--- src/rtl/pendulum_calib_sequencer.sv ---
// Pendulum calibration sequencer: synchronizes and debounces the end-stop
// switch, seeks the end-stop, optionally backs off it, locks the servo for a
// settle period while pulsing the encoder zero, and reports DONE or FAULT.
// Optional BACKOFF phase: define PENDULUM_CALIB_BACKOFF_EN to enable it.
module pendulum_calib_sequencer #(
  parameter int unsigned DEBOUNCE_CYCLES = 1000,
  parameter int unsigned SEEK_TIMEOUT    = 50_000_000,
  parameter int unsigned SETTLE_CYCLES   = 5_000_000,
  parameter int unsigned BACKOFF_TIMEOUT = 10_000_000
) (
  input  logic       clk,
  input  logic       rst_n,
  input  logic       start,
  input  logic       abort,
  input  logic       fault_clr,
  input  logic       sensorFimCurso,
  output logic       calib_start,
  output logic       trava_servo,
  output logic       backoff,
  output logic       pos_zero,
  output logic       busy,
  output logic       done,
  output logic       fault,
  output logic [2:0] state
);

  typedef enum logic [2:0] {
    ST_IDLE    = 3'd0,
    ST_SEEK    = 3'd1,
    ST_BACKOFF = 3'd2,
    ST_SETTLE  = 3'd3,
    ST_DONE    = 3'd4,
    ST_FAULT   = 3'd5
  } state_t;

  // Last count value of each timed phase; the counter starts at 0 on entry.
  localparam logic [31:0] DB_LAST      = 32'(DEBOUNCE_CYCLES - 1);
  localparam logic [31:0] SEEK_LAST    = 32'(SEEK_TIMEOUT - 1);
  localparam logic [31:0] SETTLE_LAST  = 32'(SETTLE_CYCLES - 1);
  localparam logic [31:0] BACKOFF_LAST = 32'(BACKOFF_TIMEOUT - 1);

  // Where SEEK goes once the end-stop is found.
`ifdef PENDULUM_CALIB_BACKOFF_EN
  localparam state_t SEEK_FOUND = ST_BACKOFF;
`else
  localparam state_t SEEK_FOUND = ST_SETTLE;
`endif

  state_t      cur_state;
  state_t      nxt_state;
  logic        s_meta;
  logic        s_sync;
  logic        sens_db;
  logic [31:0] db_cnt;
  logic [31:0] wait_cnt;
  logic        armed;

  // Two-flop synchronizer for the asynchronous end-stop switch.
  always_ff @(posedge clk or negedge rst_n) begin
    if (!rst_n) begin
      s_meta <= 1'b0;
      s_sync <= 1'b0;
    end else begin
      s_meta <= sensorFimCurso;
      s_sync <= s_meta;
    end
  end

  // Debouncer: adopt the synced level only after it has differed for a full run.
  always_ff @(posedge clk or negedge rst_n) begin
    if (!rst_n) begin
      sens_db <= 1'b0;
      db_cnt  <= '0;
    end else if (s_sync == sens_db) begin
      db_cnt <= '0;
    end else if (db_cnt == DB_LAST) begin
      sens_db <= s_sync;
      db_cnt  <= '0;
    end else begin
      db_cnt <= db_cnt + 32'd1;
    end
  end

  // Holds the FSM still for the first edge after reset release.
  always_ff @(posedge clk or negedge rst_n) begin
    if (!rst_n) armed <= 1'b0;
    else        armed <= 1'b1;
  end

  // State register.
  always_ff @(posedge clk or negedge rst_n) begin
    if (!rst_n) cur_state <= ST_IDLE;
    else        cur_state <= nxt_state;
  end

  // Phase counter: clears on every state change, counts inside timed phases.
  always_ff @(posedge clk or negedge rst_n) begin
    if (!rst_n)                      wait_cnt <= '0;
    else if (nxt_state != cur_state) wait_cnt <= '0;
    else if (busy)                   wait_cnt <= wait_cnt + 32'd1;
    else                             wait_cnt <= '0;
  end

  // Next-state logic; abort wins over everything in the busy phases.
  always_comb begin
    nxt_state = cur_state;
    if (armed) begin
      case (cur_state)
        ST_IDLE, ST_DONE: begin
          if (start && !abort) nxt_state = sens_db ? ST_SETTLE : ST_SEEK;
        end
        ST_SEEK: begin
          if (abort)                      nxt_state = ST_IDLE;
          else if (sens_db)               nxt_state = SEEK_FOUND;
          else if (wait_cnt == SEEK_LAST) nxt_state = ST_FAULT;
        end
        ST_BACKOFF: begin
          if (abort)                         nxt_state = ST_IDLE;
          else if (!sens_db)                 nxt_state = ST_SETTLE;
          else if (wait_cnt == BACKOFF_LAST) nxt_state = ST_FAULT;
        end
        ST_SETTLE: begin
          if (abort)                        nxt_state = ST_IDLE;
          else if (wait_cnt == SETTLE_LAST) nxt_state = ST_DONE;
        end
        ST_FAULT: begin
          if (fault_clr) nxt_state = ST_IDLE;
        end
        default: nxt_state = ST_IDLE;
      endcase
    end
  end

  // Moore outputs decoded from the current state and phase counter.
  always_comb begin
    state       = cur_state;
    calib_start = (cur_state == ST_SEEK);
`ifdef PENDULUM_CALIB_BACKOFF_EN
    backoff     = (cur_state == ST_BACKOFF);
`else
    backoff     = 1'b0;
`endif
    trava_servo = (cur_state == ST_SETTLE) || (cur_state == ST_FAULT);
    pos_zero    = (cur_state == ST_SETTLE) && (wait_cnt == 32'd0);
    busy        = (cur_state == ST_SEEK) || (cur_state == ST_BACKOFF) ||
                  (cur_state == ST_SETTLE);
    done        = (cur_state == ST_DONE);
    fault       = (cur_state == ST_FAULT);
  end

endmodule

--- config.mk ---
export PLATFORM = sky130hd
export DESIGN_NAME = pendulum_calib_sequencer
export DESIGN_NICKNAME = d
export VERILOG_FILES = /design/src/rtl/pendulum_calib_sequencer.sv
export SDC_FILE = /design/constraint.sdc
export NUM_CORES = 1
export LEC_CHECK = 0
export ABC_AREA = 1
export CAP_MARGIN = 20
export CORE_MARGIN = 2
export CORE_UTILIZATION = 55
export CTS_CLUSTER_SIZE = 8
export DETAILED_ROUTE_END_ITERATION = 12
export GPL_ROUTABILITY_DRIVEN = 0
export PLACE_DENSITY_LB_ADDON = 0.12
export REMOVE_ABC_BUFFERS = 1
export SLEW_MARGIN = 30
export SYNTH_ARGS = -nofsm -noshare
export SYNTH_HDL_FRONTEND = slang
export SYNTH_SLANG_ARGS = --single-unit
--- constraint.sdc ---
create_clock -name clk -period 3 [get_ports clk]
set_input_delay 0.3 -clock clk [delete_from_list [all_inputs] [get_ports clk]]
set_output_delay 0.3 -clock clk [all_outputs]
set_load 0.01 [all_outputs]
==> flow_summary.json <==
{
  "viasPerCell": 5.557,
  "io_buffers": 14,
  "hp-class": "in2async",
  "initial_core_util_pct": 57.50,
  "grt_use_total_pct": 26.83,
  "startpoint_type": "register",
  "cts_made_buffers": 9,
  "max_stage_delay_ns": 0.58,
  "ys_warn_count": 0,
  "core_area_sq_um": 7807,
  "final_common_cell": "nand2_1",
  "grt_pass1_wl_um": 18790,
  "maxSlewViolCount": 0,
  "fin_ws_ns": 0.2947,
  "wirelength_um": 10910,
  "dp_cells": 745,
  "skew_ns": 0.01641,
  "layout_common_cells": "nand2_1, nor2_1, inv_1",
  "path_max_fanout": 9,
  "async_flop_share_pct": 100.0,
  "ir_worst_vdd_mv": 0.3433,
  "clk_latency_ns": 0.36,
  "cp_slowest_cell": "clkdlybuf4s50_1",
  "clockRootBuffer": "clkbuf_8",
  "dp.final_hpwl_um": 8094,
  "final_util_pct": 62.72,
  "vias": 4229,
  "fillers": 738,
  "endpoint_kind": "output pin",
  "fin_crit_sh_pct": 90.18,
  "worstPathRequired_ns": 2.70,
  "fin_nets": 663,
  "criticalPathCategory": "reg2out",
  "clock.fmax_ghz": 0.3696,
  "finalHoldViolations": 71,
  "clkTransAtPathRegs_ns": 0.09,
  "cts_tree": "yes",
  "synth_cell_type_count": 35,
  "worstPathCellList": "inv_1 -> nand3_1 -> nor4_1 -> nand4_1 -> nor3_1 -> clkdlybuf4s50_1",
  "finalCriticalPeriod_ns": 2.705,
  "power_uw": 2115,
  "multiInputGateArea_sq_um": 2258,
  "finalSetupViolCount": 0,
  "regArea_sq_um": 1777,
  "synth_ff_type": "dfrtp_1",
  "fin_hold_ws_ns": -0.06362,
  "worst_slew_pin_slew_ns": 0.6340,
  "drt_iter0_drc": 245,
  "outcome": "finished, violations left",
  "clock_sinks": 71,
  "antenna_found_initial": 0,
  "cap_violations": 0,
  "antenna_cells": 0,
  "cts_max_path_buffers": 2,
  "reg2reg_depth": 15,
  "setup_tns_ns": 0,
  "drcViolationCount": 0,
  "layout.cells.non_filler": 761,
  "grt_pass1_vias": 4118,
  "routedWlPerCell_um": 14.33,
  "postCtsSetupBuffers": 0,
  "grt_max_degree": 72,
  "die_w_um": 94.35,
  "postCtsResizedCells": 0,
  "cellPowerDensity_nw_per_um2": 431.9,
  "dr.pass1.iters": 5,
  "fp.dieH_um": 94.35,
  "layout-drive-gt1-share_pct": 9.408,
  "slew_headroom_pct": 57.73,
  "gr-total-overflow": 0,
  "arrival_ns": 2.41,
  "timing.rr.start": "wait_cnt[0]$_DFF_PN0_",
  "netlist_area_sq_um": 4489,
  "h-tree-depth": 3,
  "post-place-ws_ns": 0.4245,
  "dieArea_sq_um": 8901,
  "pin_count": 16,
  "syn_inst": 638,
  "area_delta_synth_final_pct": 9.086,
  "synth_edf_count": 0,
  "yosysSeqAreaShare_pct": 39.58,
  "ant_nets": 0,
  "synth.avg_cell_area_sq_um": 7.037,
  "rsz0062_at_grt": "false",
  "violations": "negative hold slack",
  "regToRegEndpoint": "wait_cnt[9]$_DFF_PN0_",
  "p_leak_uw": 0.002037,
  "cts-hold-fix-buffers": 0,
  "rows": 32,
  "ys_ff_latch": 71,
  "reg2reg_slack_ns": 0.40
}
==> cell usage after synthesis, types with 2 or more instances <==
cell type | count | area, sq um
nand2_1 | 131 | 491.7
nor2_1 | 90 | 337.8
inv_1 | 89 | 334.1
dfrtp_1 | 71 | 1777
nand3_1 | 46 | 230.2
nor3_1 | 35 | 175.2
o21ai_0 | 32 | 160.2
nor2_2 | 29 | 181.4
a21oi_1 | 23 | 115.1
nand4_1 | 22 | 137.6
nor4_1 | 12 | 75.07
xor2_1 | 9 | 78.83
clkbuf_1 | 6 | 22.52
or2_2 | 4 | 25.02
a211oi_1 | 3 | 22.52
a31oi_1 | 3 | 18.77
and3_1 | 3 | 18.77
buf_6 | 3 | 33.78
ha_1 | 3 | 37.54
nor2_4 | 3 | 33.78
buf_2 | 2 | 10.01
conb_1 | 2 | 7.510
nand2_2 | 2 | 12.51
nor3b_1 | 2 | 15.01
o211ai_1 | 2 | 15.01
o21a_1 | 2 | 15.01
==> per-stage QoR <==
step / hold WS (ns) / cell area (sq um)
floorplan: 0.004409 / 4369
global placement: 0.3332 / 4672
detailed placement: 0.3425 / 4672
CTS: 0.09626 / 4893
global route: 0.003646 / 4897
finish: -0.06362 / 4897
==> worst max-delay path, delay by kind of cell (launching register included) <==
family,cells,cell delay [ns]
and+or+nand+nor,4,0.84
buffers and inverters,2,0.75
DFF,1,0.47
==> how the worst max path moves through the flow <==
| stage | startpoint | endpoint | slack (ns) | cells past startpoint |
|---|---|---|---|---|
| after floorplan | wait_cnt[0]$_DFF_PN0_ | wait_cnt[0]$_DFF_PN0_ | 0.70 | 14 |
| after global placement | wait_cnt[0]$_DFF_PN0_ | wait_cnt[4]$_DFF_PN0_ | 0.54 | 15 |
| after detailed placement | wait_cnt[1]$_DFF_PN0_ | wait_cnt[6]$_DFF_PN0_ | 0.42 | 15 |
| after CTS | state[2]$_DFF_PN0_ | pos_zero | 0.31 | 6 |
| after global routing | state[2]$_DFF_PN0_ | pos_zero | 0.15 | 6 |
| final | state[2]$_DFF_PN0_ | pos_zero | 0.29 | 6 |
==> cell type report <==
type | instances | share of cell area [%]
inverters | 89 | 6.822
clock buffers | 10 | 2.810
repair buffers | 19 | 3.654
flip-flops and latches | 71 | 36.28
multi-input cells | 464 | 46.12
clock inverters | 6 | 1.712
well taps | 102 | 2.606
==> power breakdown <==
group	internal, uW	leakage [uW]	switching [uW]
Combinational	78.5	0.000942	179
Sequential	968	0.000979	18.8
Clock	488	0.000116	382
Total	1530	0.00204	580
==> logic make-up (layout without fill, tap and decap cells) <==
| family | count (synthesis) | in the layout | synth area share (%) |
|---|---|---|---|
| AOI/OAI and AO/OA | 66 | 66 | 7.943 |
| other | 2 | 2 | 0.1673 |
| xor gates and xnor gates | 10 | 10 | 1.951 |
| DFF | 71 | 71 | 39.58 |
| adders and majority gates | 3 | 3 | 0.8362 |
| buffers and inverters | 103 | 124 | 10.12 |
| muxes | 1 | 1 | 0.2508 |
| and+or+nand+nor | 382 | 382 | 39.16 |
==> sequential cells by signal (all words and copies together) (netlist names) <==
name,flops
s_sync,1
armed,1
db_cnt,32
state,3
s_meta,1
sens_db,1
wait_cnt,32
==> routing by layer <==
layer	global-route usage, %	up-vias	part of all wire [%]	routed length, um
met1	32.15	1970	42	4634
met2	48.10	130	50	5466
met4	10.14	0	2.6	289
met5	0	-	0	0
met3	4.709	31	4.7	517
li1	-	2098	-	-
(Power assumes the default switching activity.)
